--- config.mk ---
export PLATFORM = sky130hd
export DESIGN_NAME = uart_tx_req_sched
export DESIGN_NICKNAME = d
export VERILOG_FILES = /design/src/rtl/uart_tx_req_sched.sv
export SDC_FILE = /design/constraint.sdc
export NUM_CORES = 1
export LEC_CHECK = 0
export BUFFER_PORTS_ARGS = -buffer_cell sky130_fd_sc_hd__buf_4
export CORE_MARGIN = 2
export CORE_UTILIZATION = 38
export CTS_CLUSTER_DIAMETER = 50
export DETAILED_ROUTE_END_ITERATION = 8
export PLACE_DENSITY_LB_ADDON = 0.05
export SETUP_SLACK_MARGIN = 0.1
export SLEW_MARGIN = 30
export SYNTH_ARGS = -nofsm -noshare
export SYNTH_HDL_FRONTEND = slang
export SYNTH_SLANG_ARGS = --single-unit
export TNS_END_PERCENT = 100
--- constraint.sdc ---
create_clock -name sys_clk -period 2.6 [get_ports sys_clk]
set_clock_uncertainty 0.1 [all_clocks]
set_input_delay 0.13 -clock sys_clk [delete_from_list [all_inputs] [get_ports sys_clk]]
set_output_delay 0.13 -clock sys_clk [all_outputs]
set_load 0.03 [all_outputs]
--- src/rtl/uart_tx_req_sched.sv ---
// Round-robin scheduler sharing one UART transmitter between N_REQ debounced
// requesters: latches request pulses, grants in rotating order, start/busy handshake.
module uart_tx_req_sched #(
  parameter int unsigned N_REQ   = 4,
  parameter int unsigned DATA_W  = 8,
  parameter int unsigned BUSY_TO = 16
) (
  input  logic                      sys_clk,
  input  logic                      sys_rst_n,
  input  logic [N_REQ-1:0]          req_pulse,
  input  logic [N_REQ*DATA_W-1:0]   req_data,
  input  logic                      tx_busy,
  output logic                      tx_start,
  output logic [DATA_W-1:0]         tx_data,
  output logic [$clog2(N_REQ)-1:0]  grant_id,
  output logic [N_REQ-1:0]          pend,
  output logic [N_REQ-1:0]          ovf,
  output logic                      hs_err,
  input  logic                      err_clr
);

  localparam int unsigned IW = $clog2(N_REQ);
  localparam int unsigned CW = $clog2(BUSY_TO) + 1;
  localparam logic [CW-1:0] CNT_LAST = CW'(BUSY_TO - 1);
  localparam logic [IW-1:0] GID_RST  = IW'(N_REQ - 1);

  typedef enum logic [1:0] {IDLE, WAIT_BUSY, WAIT_DONE} state_t;

  state_t            state, state_n;
  logic [CW-1:0]     cnt, cnt_n;
  logic [IW-1:0]     sel, idx;
  logic              grant, hs_set;
  logic [N_REQ-1:0]  grant_vec;

  // Walk offsets from farthest to nearest so the nearest pending index wins.
  always_comb begin
    sel = grant_id;
    idx = '0;
    for (int unsigned k = N_REQ; k >= 1; k--) begin
      idx = IW'((32'(grant_id) + k) % N_REQ);
      if (pend[idx]) sel = idx;
    end
  end

  always_ff @(posedge sys_clk or negedge sys_rst_n) begin
    if (!sys_rst_n) begin
      state <= IDLE;
      cnt   <= '0;
    end else begin
      state <= state_n;
      cnt   <= cnt_n;
    end
  end

  always_comb begin
    state_n = state;
    cnt_n   = cnt;
    grant   = 1'b0;
    hs_set  = 1'b0;
    unique case (state)
      IDLE: begin
        if (pend != '0 && !tx_busy) begin
          grant   = 1'b1;
          cnt_n   = '0;
          state_n = WAIT_BUSY;
        end
      end
      WAIT_BUSY: begin
        if (tx_busy) begin
          state_n = WAIT_DONE;
        end else if (cnt == CNT_LAST) begin
          hs_set  = 1'b1;
          state_n = IDLE;
        end else begin
          cnt_n = cnt + 1'b1;
        end
      end
      WAIT_DONE: begin
        if (!tx_busy) state_n = IDLE;
      end
      default: state_n = IDLE;
    endcase
  end

  assign grant_vec = grant ? (N_REQ'(1) << sel) : '0;

  // A pulse coinciding with its own grant re-queues rather than overflowing.
  always_ff @(posedge sys_clk or negedge sys_rst_n) begin
    if (!sys_rst_n) begin
      tx_start <= 1'b0;
      tx_data  <= '0;
      grant_id <= GID_RST;
      pend     <= '0;
      ovf      <= '0;
      hs_err   <= 1'b0;
    end else begin
      tx_start <= grant;
      if (grant) begin
        tx_data  <= req_data[sel*DATA_W +: DATA_W];
        grant_id <= sel;
      end
      pend   <= (pend & ~grant_vec) | req_pulse;
      ovf    <= (err_clr ? '0 : ovf) | (req_pulse & pend & ~grant_vec);
      hs_err <= (hs_err & ~err_clr) | hs_set;
    end
  end

endmodule

==> results of run 1 <==
## power breakdown
| group | internal, mW | leakage, nW | switching (mW) |
|---|---|---|---|
| Sequential | 0.551 | 0.322 | 0.0990 |
| Clock | 0.110 | 0.0228 | 0.130 |
| Combinational | 0.539 | 0.715 | 0.650 |
## cell usage after synthesis
master     instances  share of area
a211o_1            8          0.045
a21bo_4            1          0.010
a21o_1             2         0.0097
a21oi_1            8          0.026
a21oi_2            1         0.0056
a21oi_4            1          0.010
a32o_1             1         0.0065
and2_1             2         0.0081
and2b_1            3          0.015
and3_1             2         0.0081
and3b_1            1         0.0056
buf_1              1         0.0024
buf_2              3         0.0097
buf_6              2          0.015
buf_8              1         0.0097
clkbuf_1           1         0.0024
clkbuf_2           1         0.0032
dfrtp_1           25           0.40
dfstp_2            2          0.034
ha_1               2          0.016
inv_1              9          0.022
mux2_2             1         0.0073
mux2_4             7          0.068
nand2_1           10          0.024
nand3_1            1         0.0032
nand3b_1           1         0.0048
nand4_1            9          0.036
nor2_1             6          0.015
nor2b_1            7          0.028
nor3_2             1         0.0065
o211ai_1           1         0.0048
o21a_1             1         0.0048
o21ai_0            5          0.016
o21ai_1            3         0.0097
o22ai_1            1         0.0040
o2bb2ai_1          4          0.023
o31ai_1            8          0.039
or2_2              1         0.0040
or2b_1             2         0.0097
or3_1              1         0.0040
or4_1              1         0.0048
xor2_1             3          0.017
## through the flow
step / setup slack, ps / cell area [µm²] / hold slack (ps) / cells
6_report: 369 / 2120 / 86.4 / 264
5_1_grt: 252 / 2120 / 91.0 / 264
4_1_cts: 375 / 2120 / 82.5 / 264
3_5_place_dp: 400 / 2010 / -32.6 / 254
3_3_place_gp: 457 / 2010 / -38.7 / 254
2_1_floorplan: 346 / 1550 / -266 / 151
## path summary, 6_finish.rpt
| path | start | end | slack (ps) | cells after the start |
|---|---|---|---|---|
| setup / recovery | grant_id[0] | tx_data[7] | 370 | 6 |
| hold / removal | err_clr | ovf[3] | 90 | 3 |
| setup reg to reg | grant_id[0] | tx_data[7] | 370 | 6 |
| hold reg to reg | ovf[2] | ovf[2] | 400 | 1 |
| max in group asynchronous | sys_rst_n | grant_id[0] | 1880 | 2 |
| min in group asynchronous | sys_rst_n | ovf[3] | 220 | 2 |
## routing by layer
| layer | part of all wire | up-vias | wire length [µm] | GRT usage |
|---|---|---|---|---|
| li1 | - | 677 | - | - |
| met1 | 0.45 | 635 | 1690 | 0.220 |
| met2 | 0.51 | 31 | 1940 | 0.308 |
| met3 | 0.035 | 2 | 134 | 0.0263 |
| met4 | 0.0048 | 0 | 18 | 0.0375 |
| met5 | 0 | - | 0 | 0 |
## registers in the layout, indices dropped and copies added, names as in the netlist
signal,cells
cnt,5
tx_data,8
grant_id,2
ovf,4
pend,4
hs_err,1
tx_start,1
state,2
## cell families (layout without fill, tap and decap cells)
family	Yosys count	count (layout)	share of synthesized area
compound gates	45	45	0.215
xor+xnor	3	3	0.0169
fa+ha+maj	2	2	0.0161
buf+inv	18	81	0.0637
flops	27	27	0.437
mux	8	8	0.0750
simple gates	48	48	0.177
## tightest hold or removal path, cell delays in order
cell and delay [ps]:
buf_4 70, inv_1 80, o2bb2ai_1 140
## final cells by class
cell class | instances | area, µm² | share of cell area
Tap cell | 50 | 62.6 | 0.0295
Clock buffer | 4 | 45.0 | 0.0213
Inverter | 9 | 33.8 | 0.0159
Sequential cell | 27 | 678 | 0.320
Multi-Input combinational cell | 106 | 774 | 0.365
Timing Repair Buffer | 68 | 526 | 0.248
==> results.cfg, run 1 <==
[sta]
max-slew-margin-rel = 0.576
fin_setup_tns_ps = 0
setup_viol = 0
max_freq_mhz = 448
finalMaxSlewViolations = 0
min_period_ps = 2230
rsz0062_at_grt = false
tightest_slew_ps = 631
timing.final.hold_violations = 0
min_period_over_period = 0.858

[grt]
grt_use_total = 0.172
grt_max_degree = 28
grt_pass1_vias = 1312
grt_pass1_wl_um = 6040
grt.overflow.total = 0
antenna_found_initial = 0

[pwr]
leakage_nw = 1.06
ir_worst_vdd_uv = 426
p_per_area_nw_per_um2 = 981
p_total_mw = 2.08

[layout]
final_common_cell = buf_4
area_delta_synth_final_pct = 36.6
diodes = 0
final_cell_mix = buf_4, dfrtp_1, nand2_1
layout.nets = 257
fin_util = 0.534
num-fill-cells = 357
drive_gt1_frac = 0.374

[critical_path]
critPathTopFamily = flip-flops
cp-start-kind = flop
worst_path_largest_cell_delay_ps = 590
required_ps = 2660
worst_path_max_delay_cell = dfstp_2
worstSetupEndpointType = flop
cp_max_fo = 9
cp.buffers_inverters = 1
critPathKind = reg -> reg
arrival_ps = 2290
cp_cell_sequence = nor2b_1 -> o21a_1 -> nor3_2 -> buf_4 -> mux2_2 -> a211o_1

[synthesis]
yosysWarningCount = 0
netlist_instances = 151
syn-cell-area_um2 = 1550
syn_nets = 193
ys_seq_area_frac = 0.437
ys_ff_latch = 27
post_synth_num_cell_types = 42
avgSynthCellArea_um2 = 10.3

[clock_tree]
cts.path.max_buffers = 2
cts_hold_buffers = 6
cts_root_buffer = clkbuf_8
cts_setup_buffers = 0
path_clk_slew_ps = 90
post_cts_resized = 0
cts_tree = built
cts_num_sinks = 27
worstSkewPairLatency_ps = 270
htreeDepth = 1
cts_buffers = 3

[routing]
drt_iter0_markers = 79
routed-via-count = 1345
firstDrtPassIters = 4
drc = 0
viasPerCell = 5.09
routedWlPerCell_um = 14.3
wl_um = 3780
antenna_left = 0

[min_path]
hold_class = in -> reg

[die]
die-area_um2 = 4610
initial_utilization = 0.391
num_rows = 23
die_h_um = 67.9
pin_count = 60
core_area_um2 = 3970
die_width_um = 67.9

[place]
dp_hpwl_um = 2910
gp_congestion = 0.785
numPortBuffers = 59

[outcome]
outcome = completed

[job]
maxCapViolCount = 0
(Power assumes the default switching activity.)
==> run 2, diff against run 1 <==
--- a/config.mk
+++ b/config.mk
@@ -6,10 +6,12 @@
 export NUM_CORES = 1
 export LEC_CHECK = 0
 export BUFFER_PORTS_ARGS = -buffer_cell sky130_fd_sc_hd__buf_4
+export CORE_ASPECT_RATIO = 2
 export CORE_MARGIN = 2
 export CORE_UTILIZATION = 38
 export CTS_CLUSTER_DIAMETER = 50
 export DETAILED_ROUTE_END_ITERATION = 8
+export MAX_ROUTING_LAYER = met4
 export PLACE_DENSITY_LB_ADDON = 0.05
 export SETUP_SLACK_MARGIN = 0.1
 export SLEW_MARGIN = 30
==> constraint.sdc (replaced) <==
create_clock -name sys_clk -period 2.6 [get_ports sys_clk]
set_clock_uncertainty 0.1 [all_clocks]
set_input_delay 0.39 -clock sys_clk [delete_from_list [all_inputs] [get_ports sys_clk]]
set_output_delay 0.39 -clock sys_clk [all_outputs]
set_load 0.03 [all_outputs]
==> results.cfg, run 2 (synthesized netlist as in run 1, its figures left out) <==
[die]
pin_count = 60
core_area_um2 = 3880
die-area_um2 = 4640
die_width_um = 49.2
die_h_um = 94.4
num_rows = 32
initial_utilization = 0.399

[critical_path]
arrival_ps = 2300
cp_max_fo = 11
worstSetupEndpointType = flop
reg2regPathDepth = 6
cp-start-kind = flop
required_ps = 2660
critPathKind = reg -> reg

[sta]
tightest_slew_ps = 651
max_freq_mhz = 445
finalMaxSlewViolations = 0
rsz0062_at_grt = false
timing.final.hold_violations = 0
worst_hold_slack_ps = 209
setup_viol = 0
min_period_ps = 2240
fin_setup_tns_ps = 0
max-slew-margin-rel = 0.563
min_period_over_period = 0.863

[layout]
top_register = tx_data
final_common_cell = buf_4
diodes = 0
num-fill-cells = 367
multi_input_area_um2 = 774
fin_util = 0.531
reg.largest.list = tx_data x8, cnt x5
regArea_um2 = 678
layout.nets = 251
final_cell_mix = buf_4, dfrtp_1, nand2_1
area_delta_synth_final_pct = 33.0
fin_area_um2 = 2060
drive_gt1_frac = 0.380
largest_register_ffs = 8

[min_path]
hold_class = in -> reg
holdPathStages = 3

[clock_tree]
path_clk_slew_ps = 90
htreeDepth = 1
worstSkewPairLatency_ps = 260
cts_num_sinks = 27
cts_buffers = 3
cts_tree = built
cts_root_buffer = clkbuf_8
cts.path.max_buffers = 2

[pwr]
leakage_nw = 1.03
ir_worst_vdd_uv = 535
p_per_area_nw_per_um2 = 999

[routing]
routed-via-count = 1334
drt_iter0_markers = 38
firstDrtPassIters = 4
antenna_left = 0
viasPerCell = 5.15
drc = 0
wl_um = 4010
routedWlPerCell_um = 15.5

[grt]
grt.overflow.total = 0
grt_use_total = 0.187
antenna_found_initial = 0
grt_pass1_wl_um = 6500
grt_pass1_vias = 1399
grt_max_degree = 28

[outcome]
outcome = completed

[place]
numPortBuffers = 59
dp_hpwl_um = 3180
place_area_um2 = 2010
gp_congestion = 0.769

[job]
maxCapViolCount = 0
-- run 2: cell types whose count changed in the layout (fill, tap and decap cells not counted), sizes merged --
cell / previous run / this run
dlygate4sd3: 6 / 1
buf: 62 / 61
-- run 2: critical path: stages, from the launching register on --
cell and delay, ps:
dfstp_2 580, nor2b_1 80, o21a_1 290, nor3_2 200, buf_4 250, mux2_2 360
a211o_1 280
-- run 2: path summary, 6_finish.rpt --
| check | from | endpoint | slack [ps] |
|---|---|---|---|
| setup / recovery | grant_id[0] | tx_data[7] | 360 |
| hold / removal | req_pulse[0] | pend[0] | 210 |
| setup reg to reg | grant_id[0] | tx_data[7] | 360 |
| hold reg to reg | ovf[1] | ovf[1] | 400 |
| max in group asynchronous | sys_rst_n | grant_id[0] | 1640 |
| min in group asynchronous | sys_rst_n | tx_data[7] | 460 |
-- run 2: metal layers --
metal	track usage	up-vias	wire length, µm
met5	-	-	0
met4	0.0571	0	45
met3	0.0301	4	202
met2	0.352	40	2300
met1	0.193	631	1460
li1	-	659	-
-- run 2: layout make-up --
cell class                 instances  share of cell area
multi-input combinational        106               0.375
inverter                           9              0.0164
tap                               51              0.0309
sequential                        27               0.329
clock buffer                       4              0.0218
timing repair buffer              62               0.227
-- run 2: metrics by stage --
step	cells	total power [mW]	setup slack, ps
2_1_floorplan	151	1.51	346
3_3_place_gp	254	1.82	404
3_5_place_dp	254	1.85	379
4_1_cts	259	2.09	357
5_1_grt	259	2.20	282
6_report	259	2.06	355
-- run 2: timing repair --
action | in CTS | in global routing
endpoints found under the setup margin | 0 | 0
hold buffers | 1 | 0
hold endpoints to repair | 25 | 0
buffers inserted | 0 | 0
gates resized for setup | 0 | 0
-- run 2: power breakdown --
group | internal [mW] | total [mW] | switching (mW)
Combinational | 0.519 | 1.18 | 0.662
Sequential | 0.552 | 0.650 | 0.0980
Clock | 0.110 | 0.231 | 0.121
==> run 3, diff against run 2 <==
--- a/config.mk
+++ b/config.mk
@@ -6,15 +6,14 @@
 export NUM_CORES = 1
 export LEC_CHECK = 0
 export BUFFER_PORTS_ARGS = -buffer_cell sky130_fd_sc_hd__buf_4
-export CORE_ASPECT_RATIO = 2
 export CORE_MARGIN = 2
 export CORE_UTILIZATION = 38
-export CTS_CLUSTER_DIAMETER = 50
+export CTS_CLUSTER_DIAMETER = 200
 export DETAILED_ROUTE_END_ITERATION = 8
 export MAX_ROUTING_LAYER = met4
 export PLACE_DENSITY_LB_ADDON = 0.05
 export SETUP_SLACK_MARGIN = 0.1
-export SLEW_MARGIN = 30
+export SLEW_MARGIN = 20
 export SYNTH_ARGS = -nofsm -noshare
 export SYNTH_HDL_FRONTEND = slang
 export SYNTH_SLANG_ARGS = --single-unit
==> results.cfg, run 3 (synthesized netlist as in run 1, its figures left out) <==
[clock_tree]
cts_buffers = 3
path_clk_slew_ps = 90
cts_setup_buffers = 0
cts_root_buffer = clkbuf_8
worstSkewPairLatency_ps = 270
cts_tree = built
cts_num_sinks = 27
cts.path.max_buffers = 2
htreeDepth = 1

[layout]
reg.largest.list = tx_data x8, cnt x5
layout.nets = 252
top_register = tx_data
drive_gt1_frac = 0.383
fin_cells = 259
final_cell_mix = buf_4, dfrtp_1, nand2_1
largest_register_ffs = 8
final_common_cell = buf_4
area_delta_synth_final_pct = 33.4
diodes = 0

[critical_path]
critPathKind = reg -> reg
r2r-start = grant_id[0]
rrSetupSlack_ps = 370
worstSetupEndpointType = flop
critPathCapture = tx_data[7]
cp_max_fo = 9
critPathLaunch = grant_id[0]
required_ps = 2660
reg2regPathDepth = 6
arrival_ps = 2290
rr_endpoint = tx_data[7]
cp-start-kind = flop

[grt]
antenna_found_initial = 0
grt_pass1_wl_um = 5970
grt_max_degree = 28
grt_pass1_vias = 1289
grt_use_total = 0.176
grt.overflow.total = 0

[pwr]
combPwrFrac = 0.571
clkPwrFrac = 0.116
p_int_mw = 1.20
p_per_area_nw_per_um2 = 1000
p_sw_frac = 0.424
leakage_nw = 1.04
p_seq_frac = 0.313
ir_worst_vdd_uv = 426
power.switching_mw = 0.881

[sta]
min_period_over_period = 0.858
min_period_ps = 2230
finalMaxSlewViolations = 0
rsz0062_at_grt = false
tightest_slew_ps = 637
max_freq_mhz = 448
setup_viol = 0
fin_setup_tns_ps = 0
max-slew-margin-rel = 0.573
timing.final.hold_violations = 0

[routing]
routedWlPerCell_um = 14.5
antenna_left = 0
wl_um = 3750
firstDrtPassIters = 4
drt_iter0_markers = 101
viasPerCell = 5.15
drc = 0
routed-via-count = 1335

[place]
numPortBuffers = 59
gp_congestion = 0.796
dp_hpwl_um = 2910
dp_cells = 254

[die]
die_width_um = 67.9
die_h_um = 67.9
initial_utilization = 0.391
core_area_um2 = 3970
die-area_um2 = 4610
pin_count = 60
num_rows = 23

[min_path]
hold_class = in -> reg

[outcome]
outcome = completed

[job]
maxCapViolCount = 0
[run 3: per-layer routing]
layer	share of wire	vias to the layer above	track usage
li1	-	665	-
met1	0.45	634	0.219
met2	0.50	32	0.304
met3	0.044	4	0.0263
met4	0.0048	0	0.0375
met5	0	-	-
[run 3: critical path: stages, from the launching register on]
cell and delay (ps):
dfstp_2 590, nor2b_1 80, o21a_1 290, nor3_2 240, buf_4 200, mux2_2 340
a211o_1 280
[run 3: per-stage QoR]
step | setup slack, ps | cell area, µm² | util | total power, mW | hold WS [ps]
floorplan | 346 | 1550 | - | 1.51 | -5.59
global placement | 457 | 2010 | 0.507 | 1.83 | 221
detailed placement | 400 | 2010 | 0.507 | 1.85 | 227
CTS | 375 | 2070 | 0.521 | 2.09 | 205
global route | 252 | 2070 | 0.521 | 2.22 | 214
finish | 369 | 2070 | 0.521 | 2.08 | 206
[run 3: cell type report]
class	count	area, µm²
Clock buffer	4	45.0
Timing Repair Buffer	63	475
Inverter	9	33.8
Sequential cell	27	678
Tap cell	50	62.6
Fill cell	369	1900
Multi-Input combinational cell	106	774
[run 3: worst min path at each step]
| stage | from | end | slack [ps] | cells past startpoint |
|---|---|---|---|---|
| 6_report | req_pulse[2] | pend[2] | 210 | 3 |
| 5_1_grt | req_pulse[1] | pend[1] | 210 | 3 |
| 3_5_place_dp | sys_rst_n | ovf[3] | 230 | 1 |
| 3_3_place_gp | sys_rst_n | pend[3] | 220 | 1 |
| 2_1_floorplan | sys_rst_n | cnt[0] | -6 | 0 |
| 4_1_cts | req_pulse[2] | pend[2] | 210 | 3 |
[run 3: power by group through the flow]
stage	Clock, mW	Sequential [mW]	Combinational [mW]
4_1_cts	0.248	0.651	1.19
3_5_place_dp	0	0.658	1.19
3_3_place_gp	0	0.653	1.17
5_1_grt	0.265	0.670	1.29
2_1_floorplan	0	0.841	0.673
6_report	0.241	0.651	1.18
[run 3: what timing repair did]
action | 4_1_cts | 5_1_grt
endpoints found under the hold margin | 25 | 0
hold buffers | 1 | 0
resized for setup | 0 | 0
